==> config.mk <==
export PLATFORM = sky130hd
export DESIGN_NAME = mem_access_unit
export DESIGN_NICKNAME = d
export VERILOG_FILES = /design/src/rtl/mem_access_unit_pkg.sv /design/src/rtl/mem_access_unit_load_extender.sv /design/src/rtl/mem_access_unit.sv
export SDC_FILE = /design/constraint.sdc
export NUM_CORES = 1
export LEC_CHECK = 0
export ABC_AREA = 1
export CORE_MARGIN = 3
export CORE_UTILIZATION = 50
export CTS_CLUSTER_DIAMETER = 40
export CTS_CLUSTER_SIZE = 10
export DETAILED_ROUTE_END_ITERATION = 10
export HOLD_SLACK_MARGIN = 0.1
export PLACE_DENSITY = 0.77
export SETUP_SLACK_MARGIN = 0.15
export SLEW_MARGIN = 20
export SYNTH_ARGS = -nofsm -noshare
export SYNTH_HDL_FRONTEND = slang
export SYNTH_SLANG_ARGS = --single-unit
==> constraint.sdc <==
create_clock -name clk -period 10.57 [get_ports clk]
set_clock_uncertainty 0.15 [all_clocks]
set_input_delay 2.114 -clock clk [delete_from_list [all_inputs] [get_ports clk]]
set_output_delay 2.114 -clock clk [all_outputs]
set_load 0.02 [all_outputs]
==> src/rtl/mem_access_unit_pkg.sv <==
// rtl/mem_access_unit_pkg.sv - shared MemOp codes, FSM states and beat-count helper
package mips_mem_defs;

  localparam logic [2:0] MEMOP_BYTE = 3'b001;
  localparam logic [2:0] MEMOP_HALF = 3'b010;
  localparam logic [2:0] MEMOP_WORD = 3'b100;

  typedef enum logic [1:0] {
    ST_IDLE = 2'd0,
    ST_XFER = 2'd1,
    ST_TAIL = 2'd2,
    ST_RESP = 2'd3
  } state_t;

  // Zero marks an illegal size code.
  function automatic logic [2:0] beat_count(input logic [2:0] mem_op);
    case (mem_op)
      MEMOP_BYTE: beat_count = 3'd1;
      MEMOP_HALF: beat_count = 3'd2;
      MEMOP_WORD: beat_count = 3'd4;
      default:    beat_count = 3'd0;
    endcase
  endfunction

endpackage

==> src/rtl/mem_access_unit_load_extender.sv <==
// rtl/mem_access_unit_load_extender.sv - sign/zero extension of assembled load bytes
module load_extender
  import mips_mem_defs::*;
(
  input  logic [2:0]  mem_op_i,
  input  logic        sign_i,
  input  logic [31:0] bytes_i,
  output logic [31:0] rdata_o
);

  always_comb begin
    rdata_o = bytes_i;
    case (mem_op_i)
      MEMOP_BYTE: rdata_o = {{24{sign_i & bytes_i[7]}}, bytes_i[7:0]};
      MEMOP_HALF: rdata_o = {{16{sign_i & bytes_i[15]}}, bytes_i[15:0]};
      default:    rdata_o = bytes_i;
    endcase
  end

endmodule

==> src/rtl/mem_access_unit.sv <==
// rtl/mem_access_unit.sv - serialises byte/half/word loads and stores onto a byte-wide RAM
module mem_access_unit #(
  parameter int ADDR_W = 10
) (
  input  logic              clk,
  input  logic              reset,
  input  logic              req_valid,
  input  logic [2:0]        MemOp,
  input  logic              MemWrite,
  input  logic              MemtoRegSign,
  input  logic [31:0]       addr,
  input  logic [31:0]       wdata,
  output logic              busy,
  output logic              done,
  output logic              err,
  output logic [31:0]       rdata,
  output logic              mem_en,
  output logic              mem_we,
  output logic [ADDR_W-1:0] mem_addr,
  output logic [7:0]        mem_wdata,
  input  logic [7:0]        mem_rdata
);
  import mips_mem_defs::*;

  state_t            state_q;
  logic [2:0]        op_q;
  logic              we_q;
  logic              sign_q;
  logic [ADDR_W-1:0] base_q;
  logic [31:0]       wdata_q;
  logic [1:0]        beat_q;
  logic [2:0]        nbeat_q;
  logic [31:0]       cap_q;
  logic [31:0]       cap_d;
  logic              busy_q, done_q, err_q, mem_en_q, mem_we_q;
  logic [ADDR_W-1:0] mem_addr_q;
  logic [7:0]        mem_wdata_q;
  logic [31:0]       rdata_q;

  logic [2:0]  req_n;
  logic        req_bad;
  logic        last_beat;
  logic [1:0]  beat_nx;
  logic        cap_en;
  logic [1:0]  cap_idx;
  logic [31:0] ext_rdata;
  logic        unused_addr_hi;

  assign unused_addr_hi = ^addr[31:ADDR_W];

  assign req_n   = beat_count(MemOp);
  assign req_bad = (req_n == 3'd0)
                 | ((MemOp == MEMOP_HALF) & addr[0])
                 | ((MemOp == MEMOP_WORD) & (addr[1:0] != 2'b00));

  assign last_beat = ({1'b0, beat_q} == (nbeat_q - 3'd1));
  assign beat_nx   = beat_q + 2'd1;

  // RAM data lags its beat by one cycle: byte i-1 arrives while beat i is on the bus.
  assign cap_en  = !we_q && (((state_q == ST_XFER) && (beat_q != 2'd0)) || (state_q == ST_TAIL));
  assign cap_idx = (state_q == ST_TAIL) ? (nbeat_q[1:0] - 2'd1) : (beat_q - 2'd1);

  always_comb begin
    cap_d = cap_q;
    if (cap_en) cap_d[{cap_idx, 3'b000} +: 8] = mem_rdata;
  end

  load_extender u_ext (
    .mem_op_i (op_q),
    .sign_i   (sign_q),
    .bytes_i  (cap_d),
    .rdata_o  (ext_rdata)
  );

  always_ff @(posedge clk or posedge reset) begin
    if (reset) begin
      state_q     <= ST_IDLE;
      op_q        <= 3'd0;
      we_q        <= 1'b0;
      sign_q      <= 1'b0;
      base_q      <= '0;
      wdata_q     <= 32'd0;
      beat_q      <= 2'd0;
      nbeat_q     <= 3'd0;
      cap_q       <= 32'd0;
      busy_q      <= 1'b0;
      done_q      <= 1'b0;
      err_q       <= 1'b0;
      mem_en_q    <= 1'b0;
      mem_we_q    <= 1'b0;
      mem_addr_q  <= '0;
      mem_wdata_q <= 8'd0;
      rdata_q     <= 32'd0;
    end else begin
      done_q <= 1'b0;
      err_q  <= 1'b0;
      case (state_q)
        ST_IDLE: begin
          if (req_valid) begin
            op_q    <= MemOp;
            we_q    <= MemWrite;
            sign_q  <= MemtoRegSign;
            base_q  <= addr[ADDR_W-1:0];
            wdata_q <= wdata;
            nbeat_q <= req_n;
            beat_q  <= 2'd0;
            cap_q   <= 32'd0;
            busy_q  <= 1'b1;
            if (req_bad) begin
              state_q <= ST_RESP;
              done_q  <= 1'b1;
              err_q   <= 1'b1;
            end else begin
              state_q     <= ST_XFER;
              mem_en_q    <= 1'b1;
              mem_we_q    <= MemWrite;
              mem_addr_q  <= addr[ADDR_W-1:0];
              mem_wdata_q <= wdata[7:0];
            end
          end
        end
        ST_XFER: begin
          cap_q <= cap_d;
          if (last_beat) begin
            mem_en_q <= 1'b0;
            mem_we_q <= 1'b0;
            if (we_q) begin
              state_q <= ST_RESP;
              done_q  <= 1'b1;
            end else begin
              state_q <= ST_TAIL;
            end
          end else begin
            beat_q      <= beat_nx;
            mem_addr_q  <= base_q + ADDR_W'(beat_nx);
            mem_wdata_q <= wdata_q[{beat_nx, 3'b000} +: 8];
          end
        end
        ST_TAIL: begin
          cap_q   <= cap_d;
          rdata_q <= ext_rdata;
          state_q <= ST_RESP;
          done_q  <= 1'b1;
        end
        ST_RESP: begin
          state_q <= ST_IDLE;
          busy_q  <= 1'b0;
        end
        default: state_q <= ST_IDLE;
      endcase
    end
  end

  assign busy      = busy_q;
  assign done      = done_q;
  assign err       = err_q;
  assign rdata     = rdata_q;
  assign mem_en    = mem_en_q;
  assign mem_we    = mem_we_q;
  assign mem_addr  = mem_addr_q;
  assign mem_wdata = mem_wdata_q;

endmodule

# ---- After elaboration in Yosys (flattened, before gate mapping)
# Index checks and enable logic that the tools add are counted.
dict set report totals {
  ff_bits 141
  output_inout_bits 55
  wordCells 102
}
dict set report classes {
  n_addsub 6
  eq_ne 13
  shifts 3
  mux 38
  n_bitwise 6
  reduce_logical 19
}
# operator n
set op_table {}
lappend op_table {{case mux 32 bit (2 select lines)} 2}
lappend op_table {{2-to-1 mux 32 bit} 2}
lappend op_table {{bitwise mux 32 bit} 1}
lappend op_table {{variable shift 8 x 7 -> 32 bit (first input constant)} 1}
lappend op_table {{indexed part select 32 x 6 -> 8 bit} 1}
lappend op_table {{indexed part select 8 x 7 -> 32 bit} 1}
lappend op_table {{2-to-1 mux 10 bit} 3}
lappend op_table {{2-to-1 mux 8 bit} 3}
lappend op_table {{case mux 10 bit (2 select lines)} 1}
lappend op_table {{case mux 8 bit (2 select lines)} 1}
lappend op_table {{2-to-1 mux 1 bit} 12}
lappend op_table {{2-to-1 mux 2 bit} 6}
lappend op_table {{adder 10 x 2 -> 10 bit} 1}
lappend op_table {{nonzero test 2 bit} 5}
lappend op_table {{case mux 3 bit (3 select lines)} 1}
lappend op_table {{inequality test 2 bit (second input constant)} 4}
lappend op_table {{case mux 2 bit (4 select lines)} 1}
lappend op_table {{AND reduction 2 bit} 4}
lappend op_table {{AND reduction 4 bit} 2}
lappend op_table {{negation 5 -> 7 bit} 1}
lappend op_table {{equality test 3 x 1 -> 1 bit (second input constant)} 2}
lappend op_table {{equality test 3 x 2 -> 1 bit (second input constant)} 2}
lappend op_table {{case mux 1 bit (2 select lines)} 3}
lappend op_table {{bitwise AND 1 bit} 4}
lappend op_table {{17 further kinds} 21}

# ---- Depth between registers and ports, before layout
# Gate-level depths: netlist of the first run.
dict set report logic_depth {
  ltp_word 8
  mapped_depth 17
  mapped_depth_nobuf 14
}

# ---- Hierarchy
# From an unflattened synthesis of the first run, not the netlist that was laid out.
dict set report unflattened {
  cells_unflattened 938
  area_unflattened_um2 7078.0
}
# mod n_inst cells_each area_per_inst_um2
set by_module_without_submodules {}
lappend by_module_without_submodules {mem_access_unit 1 865 6667.6}
lappend by_module_without_submodules {load_extender 1 73 410.4}

# ---- Worst setup path after synthesis of the first run
# OpenSTA, ideal clock, no wires.
dict set report synth_timing {
  path_type {in2reg}
  startpoint {input port MemOp[0]}
  endpoint {register mem_wdata_q[1], in the netlist mem_wdata[1]}
  setup_time_ps 127
  arrival_ps 3133
  required_ps 10293
  setup_slack_ps 7160
  stages 9
  n_path_buf 1
  cell_sequence {inv_1 nand3_1 o21ai_0 nor2_1 nor2_1 nor2_4 inv_4 buf_2 o21ai_0}
}
dict set report synth_between {
  elab_chain_len 7
}
# item line_no
set synth_lines {}
lappend synth_lines {{from (decl)} mem_access_unit.sv:8} ;# input logic [2:0] MemOp,
lappend synth_lines {{equality test 3 bit, or another cell as far along} {mem_access_unit_pkg.sv:17, mem_access_unit.sv:54}}
lappend synth_lines {{case mux 3 bit (3 select lines)} mem_access_unit_pkg.sv:17} ;# case (mem_op)
lappend synth_lines {{logical NOT 3 bit} mem_access_unit.sv:52} ;# assign req_bad = (req_n == 3'd0)
lappend synth_lines {{OR 1 bit} mem_access_unit.sv:53} ;# | ((MemOp == MEMOP_HALF) & addr[0])
lappend synth_lines {{OR 1 bit (*)} mem_access_unit.sv:54} ;# | ((MemOp == MEMOP_WORD) & (addr[1:0] != 2'b00));
lappend synth_lines {{inequality test 2 bit (no line) (*)} --}
lappend synth_lines {{AND reduction 4 bit (no line) (*)} --}
lappend synth_lines {{to (signal assigned)} mem_access_unit.sv:118} ;# mem_wdata_q <= wdata[7:0];
lappend synth_lines {{to (signal assigned)} mem_access_unit.sv:136} ;# mem_wdata_q <= wdata_q[{beat_nx, 3'b000} +: 8];
lappend synth_lines {{to (decl)} mem_access_unit.sv:37} ;# logic [7:0] mem_wdata_q;
# Mark *: on every way between the ends. The rest lies on a longest branch, timed or not.
# A chain may end at the register's enable or synchronous reset.

# ---- Worst setup path in the final report of the first run
dict set report layout_timing {
  startpoint {input port req_valid}
  endpoint {register cap_q[31]}
}
dict set report layout_between {
  elab_chain_len 2
}
# item line_no
set layout_lines {}
lappend layout_lines {{from (decl)} mem_access_unit.sv:7} ;# input logic req_valid,
lappend layout_lines {{inequality test 2 bit (no line)} --}
lappend layout_lines {{AND reduction 2 bit (no line)} --}
lappend layout_lines {{to (signal assigned)} mem_access_unit.sv:123} ;# cap_q <= cap_d;
lappend layout_lines {{to (signal assigned)} mem_access_unit.sv:140} ;# cap_q <= cap_d;
lappend layout_lines {{to (decl)} mem_access_unit.sv:33} ;# logic [31:0] cap_q;
# No other way between the ends.

==> impl_metrics.tcl, run 1 <==
set metrics [dict create \
    port_buffers 112 \
    fp.dieH_um 124.6 \
    die_x_um 124.6 \
    ys_seq_elements 141 \
    wl_per_cell_um 14.27 \
    dpl.hpwl_um 11120 \
    hold_violations 0 \
    reg2reg_slack_ns 7.30 \
    reg2reg_depth 11 \
    drt_iter0_markers 381 \
    max_stage_delay_ns 0.64 \
    crit_required_ns 10.75 \
    yosys-top-cells-count "nand2_1 (288), dfrtp_1 (141), o21ai_0 (90)" \
    clockBufferDepth 2 \
    critical_path_arrival_ns 4.30 \
    rows 42 \
    synth_most_common_cell "nand2_1" \
    synthFlopType "dfrtp_1" \
    clk_pin_slew_ns 0.06 \
    min_from "rdata[13]" \
    place_congestion 0.7818 \
    dr_total_vias 5992 \
    antenna_found_initial 0 \
    yosysSeqAreaShare_pct 50.16 \
    fin_crit_ns 4.123 \
    total_power_w 0.002835 \
    status "complete, no violations" \
    end_kind "flip-flop" \
    coreArea_um2 13510 \
    leakagePower_nw 4.300 \
    clock_sinks 141 \
    placed_area_um2 8209 \
    synth_area_leader_cell "dfrtp_1" \
    cp_num_buf_inv 3 \
    final_util_pct 64.96 \
    cp_common_cell "nor2_1" \
    finalMaxSlewViolations 0 \
    whs_path_depth 2 \
    clock_latency_ns 0.42 \
    final_area_um2 8773 \
    synth_area_um2 7034 \
    diodes 0 \
    path_cells "clkdlybuf4s50_1 > nor2_1 > nor2_1 > buf_4 > nand2_2 > inv_1 > nand3_1 > o21ai_0" \
    final_net_count 1066 \
    hold_path.class "flip-flop to flip-flop" \
    setup_viol 0 \
    die_area_um2 15530 \
    postRouteAntennaNets 0 \
    drive_above_1_share_pct 8.190 \
    avgSynthCellArea_um2 7.984 \
    r2r-end "rdata[30]" \
    cts-root-buf "clkbuf_16" \
    synth_edf_count 0 \
    gr-total-overflow 0 \
    min_period_over_period_pct 39.01 \
    maxCapViolCount 0 \
    fmax_mhz 242.5 \
    synth_cells 881 \
    maxSlewHeadroom_pct 42.73 \
    io_pins 135 \
    post_cts_buffers 0 \
    syn2layout_area_growth_pct 24.72 \
    crit_type "input port to flip-flop" \
    crit_fanout 33 \
    peakVddDrop_mv 0.1964 \
    synth_top_area_share_pct 50.16 \
    ys_warn_count 0 \
    grt_pass1_wl_um 28350 \
    reg2reg_from "beat_q[0]" \
    grt_setup_unrepaired "false" \
    hold_end "rdata[13]" \
    track_usage_pct 22.22 \
    cp_slowest_cell "inv_1" \
    cp_top_family "buffers and inverters" \
    crit_path_start_kind "input port" \
    place_ws_ns 6.106 \
    cts_tree "done" \
    cts.htree.levels 4 \
    syn-num-nets 971 \
    remaining_drc_errors 0 \
    ys_types 38 \
    tightest_slew_ns 0.8591 \
    cts_buffers 17 \
    vias_per_cell 5.143 \
    grt_pass1_vias 5865 \
    start_util_pct 52.08 \
    dr.pass1.iters 5 \
    synth_async_sr_flop_share_pct 100.0 \
    hold_buffers 0 \
    ys_top_cells_by_area "dfrtp_1 (50%), nand2_1 (15%), o21ai_0 (6.4%)" \
    worst_slack_ns 6.447 \
    routed_wl_um 16620 \
    grt_max_degree 97 \
    setup-tns-final_ns 0 \
    p_per_area_nw_per_um2 323.1 \
    cts_resized 0 \
]
## cell families (layout without fill, tap and decap cells)
| logic type | count (synthesis) | count (layout) | synth area share [%] |
|---|---|---|---|
| DFF | 141 | 141 | 50.16 |
| buffers and inverters | 126 | 234 | 7.577 |
| xor gates and xnor gates | 5 | 5 | 0.6227 |
| and+or+nand+nor | 469 | 469 | 29.37 |
| adders and majority gates | 10 | 10 | 1.885 |
| AOI/OAI and AO/OA | 122 | 122 | 9.249 |
| muxes | 8 | 8 | 1.138 |
## how the worst max path moves through the flow
stage | from | end | slack (ns) | cells past startpoint
floorplan | reset | base_q[0] | 4.52 | 1
global placement | req_valid | cap_q[13] | 6.11 | 8
detailed placement | req_valid | cap_q[30] | 6.11 | 8
CTS | req_valid | cap_q[24] | 6.53 | 8
global route | req_valid | cap_q[12] | 6.27 | 8
finish | req_valid | cap_q[31] | 6.45 | 8
## layout make-up
cell class | count | area (um2)
Fill cell | 1115 | 4732
Sequential cell | 141 | 3528
Multi-Input combinational cell | 614 | 2973
Timing Repair Buffer | 117 | 1159
Clock buffer | 22 | 474.2
Inverter | 85 | 329.1
Tap cell | 176 | 220.2
Clock inverter | 10 | 90.09
## metrics by stage
| step | instances | hold WS, ns |
|---|---|---|
| 2_1_floorplan | 881 | 0.2936 |
| 3_3_place_gp | 1133 | 0.3061 |
| 3_5_place_dp | 1133 | 0.3100 |
| 4_1_cts | 1165 | 0.3265 |
| 5_1_grt | 1165 | 0.3433 |
| 6_report | 1165 | 0.3227 |
## per-layer routing
metal	global-route usage [%]	vias to the layer above	wire, um
met5	0	-	0
met4	7.995	0	293
met3	5.617	32	845
met2	36.48	138	8151
met1	28.58	2813	7335
li1	-	3009	-
## flip-flops by register name (all words and copies together) (netlist names), 2 cells and up
name	cells
cap_q	32
rdata	32
wdata_q	32
base_q	10
mem_addr	10
mem_wdata	8
nbeat_q	3
op_q	3
beat_q	2
state_q	2
## tightest hold or removal path, cell delays in order, from the launching register on
cell	delay [ns]
dfrtp_1	0.34
nand2_1	0.05
nand2_1	0.05
## layout by cell type, fill, tap and decap left out, types with 4 or more instances in the layout
cell             Yosys  final
nand2_4              4      4
nand4_1             21     21
nand3_1             66     66
ha_1                 9      9
o22ai_1             16     16
o21ai_0             90     90
inv_2                5      5
mux2i_1              8      8
clkbuf_16            0     17
o21ai_1              7      7
buf_4                2      5
nor2_1              56     56
nor2_2              21     21
dfrtp_1            141    141
a21oi_1              5      5
inv_1               77     76
clkdlybuf4s50_1      0    112
clkinv_2             0      4
nand2_1            288    288
## power breakdown
part | internal (W) | switching [W] | leakage, nW
logic | 0.000499 | 0.000868 | 2.21
clock network | 0.000341 | 0.000225 | 0.272
registers | 0.000768 | 0.000134 | 1.81
Note: power is estimated with default switching activity, not from simulation.
==> run 2: changes to the inputs <==
==> constraint.sdc (replaced) <==
create_clock -name clk -period 3.85 [get_ports clk]
set_clock_uncertainty 0.15 [all_clocks]
set_input_delay 0.77 -clock clk [delete_from_list [all_inputs] [get_ports clk]]
set_output_delay 0.77 -clock clk [all_outputs]
set_load 0.02 [all_outputs]
==> run 2 against run 1 <==
  * Global-route usage is 0.054 points higher
  * Sequential cell count did not move
  * Final area up 0.74%
  * Setup slack worse by 5.5 ns
  * First-iteration DRC count up 67%
  * Sequential power increased to 2.7 times the previous value
  * Total power rose to 2.8 times the previous value
==> impl_metrics.tcl, run 2 (synthesized netlist as in run 1, its figures left out) <==
set metrics [dict create \
    cts-root-buf "clkbuf_16" \
    syn2layout_area_growth_pct 25.65 \
    wl_per_cell_um 14.37 \
    grt_max_degree 142 \
    setup-tns-final_ns 0 \
    place_congestion 0.8053 \
    maxSlewHeadroom_pct 47.99 \
    clock_sinks 141 \
    track_usage_pct 22.27 \
    cts_resized 0 \
    top_usage_layer "met2" \
    drive_above_1_share_pct 8.451 \
    dr_total_vias 6169 \
    gr-usage-met3_pct 5.961 \
    p_per_area_nw_per_um2 892.0 \
    fin_crit_ns 2.857 \
    fin_cells 1170 \
    post_cts_buffers 0 \
    grt_pass1_wl_um 28620 \
    gr-total-overflow 0 \
    cts_buffers 17 \
    diodes 0 \
    final_common_cell "nand2_1" \
    dp.cells 1138 \
    min_period_over_period_pct 74.21 \
    total_power_w 0.007884 \
    tightest_slew_ns 0.7792 \
    met2_usage_pct 37.50 \
    cp_top_family "simple AND/OR/NAND/NOR gates" \
    postRouteAntennaNets 0 \
    crit_fanout 27 \
    die_x_um 124.6 \
    cts_tree "done" \
    clockBufferDepth 2 \
    cts.htree.levels 4 \
    final_net_count 1071 \
    grt_use_met1_pct 27.86 \
    remaining_drc_errors 0 \
    max_stage_delay_ns 0.48 \
    fmax_mhz 350.0 \
    clk_pin_slew_ns 0.06 \
    cp_num_buf_inv 3 \
    antenna_found_initial 0 \
    crit_path_start_kind "flip-flop" \
    io_pins 135 \
    crit_type "flip-flop to flip-flop" \
    path_cells "inv_1 > ha_1 > inv_4 > nand2_2 > nand2_4 > inv_2 > nand3_4 > nand2_4 > nand3_4 > nand2_4 > nor2_1 > nor2_1" \
    hold_path.class "flip-flop to flip-flop" \
    routed_wl_um 16810 \
    mostFrequentLayoutCells "nand2_1 (288), dfrtp_1 (141), clkdlybuf4s50_1 (112)" \
    drt_iter0_markers 635 \
    end_kind "flip-flop" \
    rows 42 \
    cp_slowest_cell "ha_1" \
    status "complete, no violations" \
    hold_buffers 0 \
    finalMaxSlewViolations 0 \
    clock_latency_ns 0.42 \
    dr.pass1.iters 5 \
    start_util_pct 52.08 \
    leakagePower_nw 4.344 \
    vias_per_cell 5.273 \
    hold_violations 0 \
    coreArea_um2 13510 \
    peakVddDrop_mv 0.4875 \
    crit_required_ns 4.05 \
    die_area_um2 15530 \
    critical_path_arrival_ns 3.05 \
    port_buffers 112 \
    dpl.hpwl_um 11130 \
    maxCapViolCount 0 \
    grt_pass1_vias 6147 \
    setup_viol 0 \
    fillers 1123 \
    cp_common_cell "nand2_4" \
    grt_setup_unrepaired "false" \
    fp.dieH_um 124.6 \
]
-- run 2: changes by cell type in the layout (fill, tap and decap cells not counted), moves of 2 or more --
cell | previous run | this run
clkinvlp_4 | 3 | 1
clkbuf_1 | 2 | 4
clkinv_4 | 2 | 0
buf_4 | 5 | 9
-- run 2: tightest hold or removal path, stage by stage (launching register included) --
cell	delay (ns)
dfrtp_1	0.34
nand2_1	0.05
nand2_1	0.05
-- run 2: metrics by stage --
step	hold slack [ns]	instance area, um2	utilization (%)	worst slack [ns]
2_1_floorplan	0.2936	7038	-	1.167
4_1_cts	0.3266	8838	65.44	0.9696
3_3_place_gp	0.3062	8258	61.15	1.017
6_report	0.3259	8838	65.44	0.9929
3_5_place_dp	0.3109	8258	61.15	0.9733
5_1_grt	0.3442	8838	65.44	0.7087
-- run 2: final timing paths --
| kind | depth (start not counted) | slack, ns | from | endpoint |
|---|---|---|---|---|
| max reg2reg | 12 | 0.99 | state_q[0] | rdata[31] |
| max in group asynchronous | 3 | 2.20 | reset | cap_q[21] |
| min in group asynchronous | 3 | 0.74 | reset | cap_q[9] |
| max | 12 | 0.99 | state_q[0] | rdata[31] |
| min reg2reg | 2 | 0.33 | rdata[14] | rdata[14] |
| min | 2 | 0.33 | rdata[14] | rdata[14] |
-- run 2: cell type report --
class                           instances  area, um2  area share [%]
Clock buffer                           25      495.5           5.606
Timing Repair Buffer                  122       1209           13.67
Tap cell                              176      220.2           2.492
Sequential cell                       141       3528           39.92
Multi-Input combinational cell        614       2973           33.64
Clock inverter                          7      85.08          0.9626
Inverter                               85      327.8           3.709
-- run 2: power by group --
part / leakage [nW] / switching, W / internal [W]
clock: 0.291 / 0.000599 / 0.00102
combinational: 2.24 / 0.00241 / 0.00140
sequential: 1.81 / 0.000356 / 0.00211
-- run 2: metal layers --
layer  up-vias  share of wire (%)
met5         -                  0
met4         0                1.8
met3        29                6.3
met2       207                 49
met1      2905                 43
li1       3028                  -
==> run 3: changes to the inputs <==
==> constraint.sdc (replaced) <==
create_clock -name clk -period 2.9 [get_ports clk]
set_clock_uncertainty 0.15 [all_clocks]
set_input_delay 0.58 -clock clk [delete_from_list [all_inputs] [get_ports clk]]
set_output_delay 0.58 -clock clk [all_outputs]
set_load 0.02 [all_outputs]
==> run 3 against run 2 <==
  * Non-clock buffer count grew 9
  * Final area grew 1.2%
  * Clock power up 36%
  * Largest power group unchanged
==> impl_metrics.tcl, run 3 (synthesized netlist as in run 1, its figures left out) <==
set metrics [dict create \
    maxCapViolCount 0 \
    status "complete, no violations" \
    die_x_um 124.6 \
    syn2layout_area_growth_pct 27.16 \
    switching_share_pct 42.85 \
    gr-total-overflow 0 \
    crit_type "flip-flop to flip-flop" \
    cts.htree.levels 4 \
    routed_wl_um 17140 \
    min_period_over_period_pct 87.78 \
    diodes 0 \
    vias_per_cell 5.209 \
    cp_slowest_cell "dfrtp_1" \
    fin_crit_ns 2.546 \
    antenna_found_initial 0 \
    mostFrequentLayoutCells "nand2_1 (288), dfrtp_1 (141), clkdlybuf4s50_1 (112)" \
    final_net_count 1080 \
    fmax_mhz 392.8 \
    seq_power_share_pct 31.0 \
    clk_pin_slew_ns 0.06 \
    power.switching_w 0.004545 \
    p_per_area_nw_per_um2 1186 \
    max_stage_delay_ns 0.42 \
    p_clk_share_pct 20.8 \
    final_area_um2 8945 \
    setup_viol 0 \
    power_frac_comb_pct 48.2 \
    worst_slack_ns 0.3544 \
    io_pins 135 \
    port_buffers 112 \
    grt_pass1_wl_um 28230 \
    grt_pass1_vias 5856 \
    setup-tns-final_ns 0 \
    postRouteAntennaNets 0 \
    crit_required_ns 3.09 \
    fp.dieH_um 124.6 \
    place_ws_ns 0.2395 \
    place_congestion 0.8315 \
    dr.pass1.iters 5 \
    drive_above_1_share_pct 9.571 \
    maxSlewHeadroom_pct 48.46 \
    remaining_drc_errors 0 \
    clockBufferDepth 2 \
    start_util_pct 52.08 \
    placed_area_um2 8338 \
    crit_fanout 27 \
    drt_iter0_markers 466 \
    dr_total_vias 6141 \
    die_area_um2 15530 \
    critical_path_arrival_ns 2.74 \
    cts_buffers 17 \
    leakagePower_nw 4.381 \
    clock_sinks 141 \
    tightest_slew_ns 0.7722 \
    end_kind "flip-flop" \
    p_int_w 0.006062 \
    dpl.hpwl_um 11710 \
    cts_tree "done" \
    hold_violations 0 \
    track_usage_pct 22.13 \
    cp_num_buf_inv 3 \
    hold_path.class "flip-flop to flip-flop" \
    wl_per_cell_um 14.54 \
    finalMaxSlewViolations 0 \
    grt_setup_unrepaired "false" \
    grt_max_degree 56 \
    cp_top_family "simple AND/OR/NAND/NOR gates" \
    cts-root-buf "clkbuf_16" \
    path_cells "inv_1 > ha_1 > inv_4 > nand2_2 > nand2_4 > inv_2 > nand3_4 > nand2_4 > nand3_4 > nand2_8 > nor2_1 > nor2_1" \
    crit_path_start_kind "flip-flop" \
    peakVddDrop_mv 0.6262 \
    coreArea_um2 13510 \
    final_common_cell "nand2_1" \
    clock_latency_ns 0.42 \
    rows 42 \
]
## run 3: cell types whose count changed in the layout (fill, tap and decap cells not counted), sizes merged
cell      previous run  this run
bufinv               2         3
inv                 83        84
clkinvlp             1         6
clkbuf              25        18
buf                 10        19
## run 3: final timing paths
check	cells after the start	slack (ns)	to	start
setup / recovery	12	0.35	rdata[31]	state_q[0]
hold / removal	2	0.33	wdata_q[7]	wdata_q[7]
setup reg to reg	12	0.35	rdata[31]	state_q[0]
hold reg to reg	2	0.33	wdata_q[7]	wdata_q[7]
max in group asynchronous	3	1.54	beat_q[0]	reset
min in group asynchronous	2	0.41	cap_q[3]	reset
## run 3: power by group through the flow
stage / Combinational, W / Clock [W] / Sequential [W]
detailed placement: 0.00510 / 0 / 0.00329
finish: 0.00511 / 0.00221 / 0.00329
global placement: 0.00498 / 0 / 0.00328
floorplan: 0.00312 / 0 / 0.00364
global route: 0.00568 / 0.00233 / 0.00338
CTS: 0.00515 / 0.00223 / 0.00328
## run 3: layer usage
layer	routed length, um	up-vias	GRT usage (%)	part of all wire [%]
met5	0	-	0	0
met4	238	0	6.254	1.4
met3	883	21	5.617	5.2
met2	8673	158	37.88	51
met1	7344	2914	27.85	43
li1	-	3048	-	-
## run 3: area by class of cell
cell class	instances	area, um2
clock buffers	18	429.2
clock inverters	14	168.9
fillers	1116	4561
inverters	85	327.8
multi-input cells	614	2982
flip-flops and latches	141	3528
well taps	176	220.2
repair buffers	131	1289
## run 3: worst reg2reg max path, cell delays in order (launching register included)
cell	delay [ns]
dfrtp_1	0.42
inv_1	0.15
ha_1	0.28
inv_4	0.16
nand2_2	0.12
nand2_4	0.12
inv_2	0.23
nand3_4	0.21
nand2_4	0.13
nand3_4	0.15
nand2_8	0.19
nor2_1	0.06
nor2_1	0.10
## run 3: repair_timing
item	4_1_cts	5_1_grt
hold buffers	0	0
setup endpoints to repair	0	6
gates resized for setup	0	1
buffers inserted	0	0
## run 3: through the flow
| step | cells | total power, W | hold WS [ns] | utilization (%) |
|---|---|---|---|---|
| after floorplan | 881 | 0.006765 | 0.2936 | - |
| after global placement | 1147 | 0.008262 | 0.3069 | 61.74 |
| after detailed placement | 1147 | 0.008392 | 0.3076 | 61.74 |
| after CTS | 1179 | 0.01066 | 0.3269 | 66.17 |
| after global routing | 1179 | 0.01139 | 0.3438 | 66.23 |
| final | 1179 | 0.01061 | 0.3282 | 66.23 |
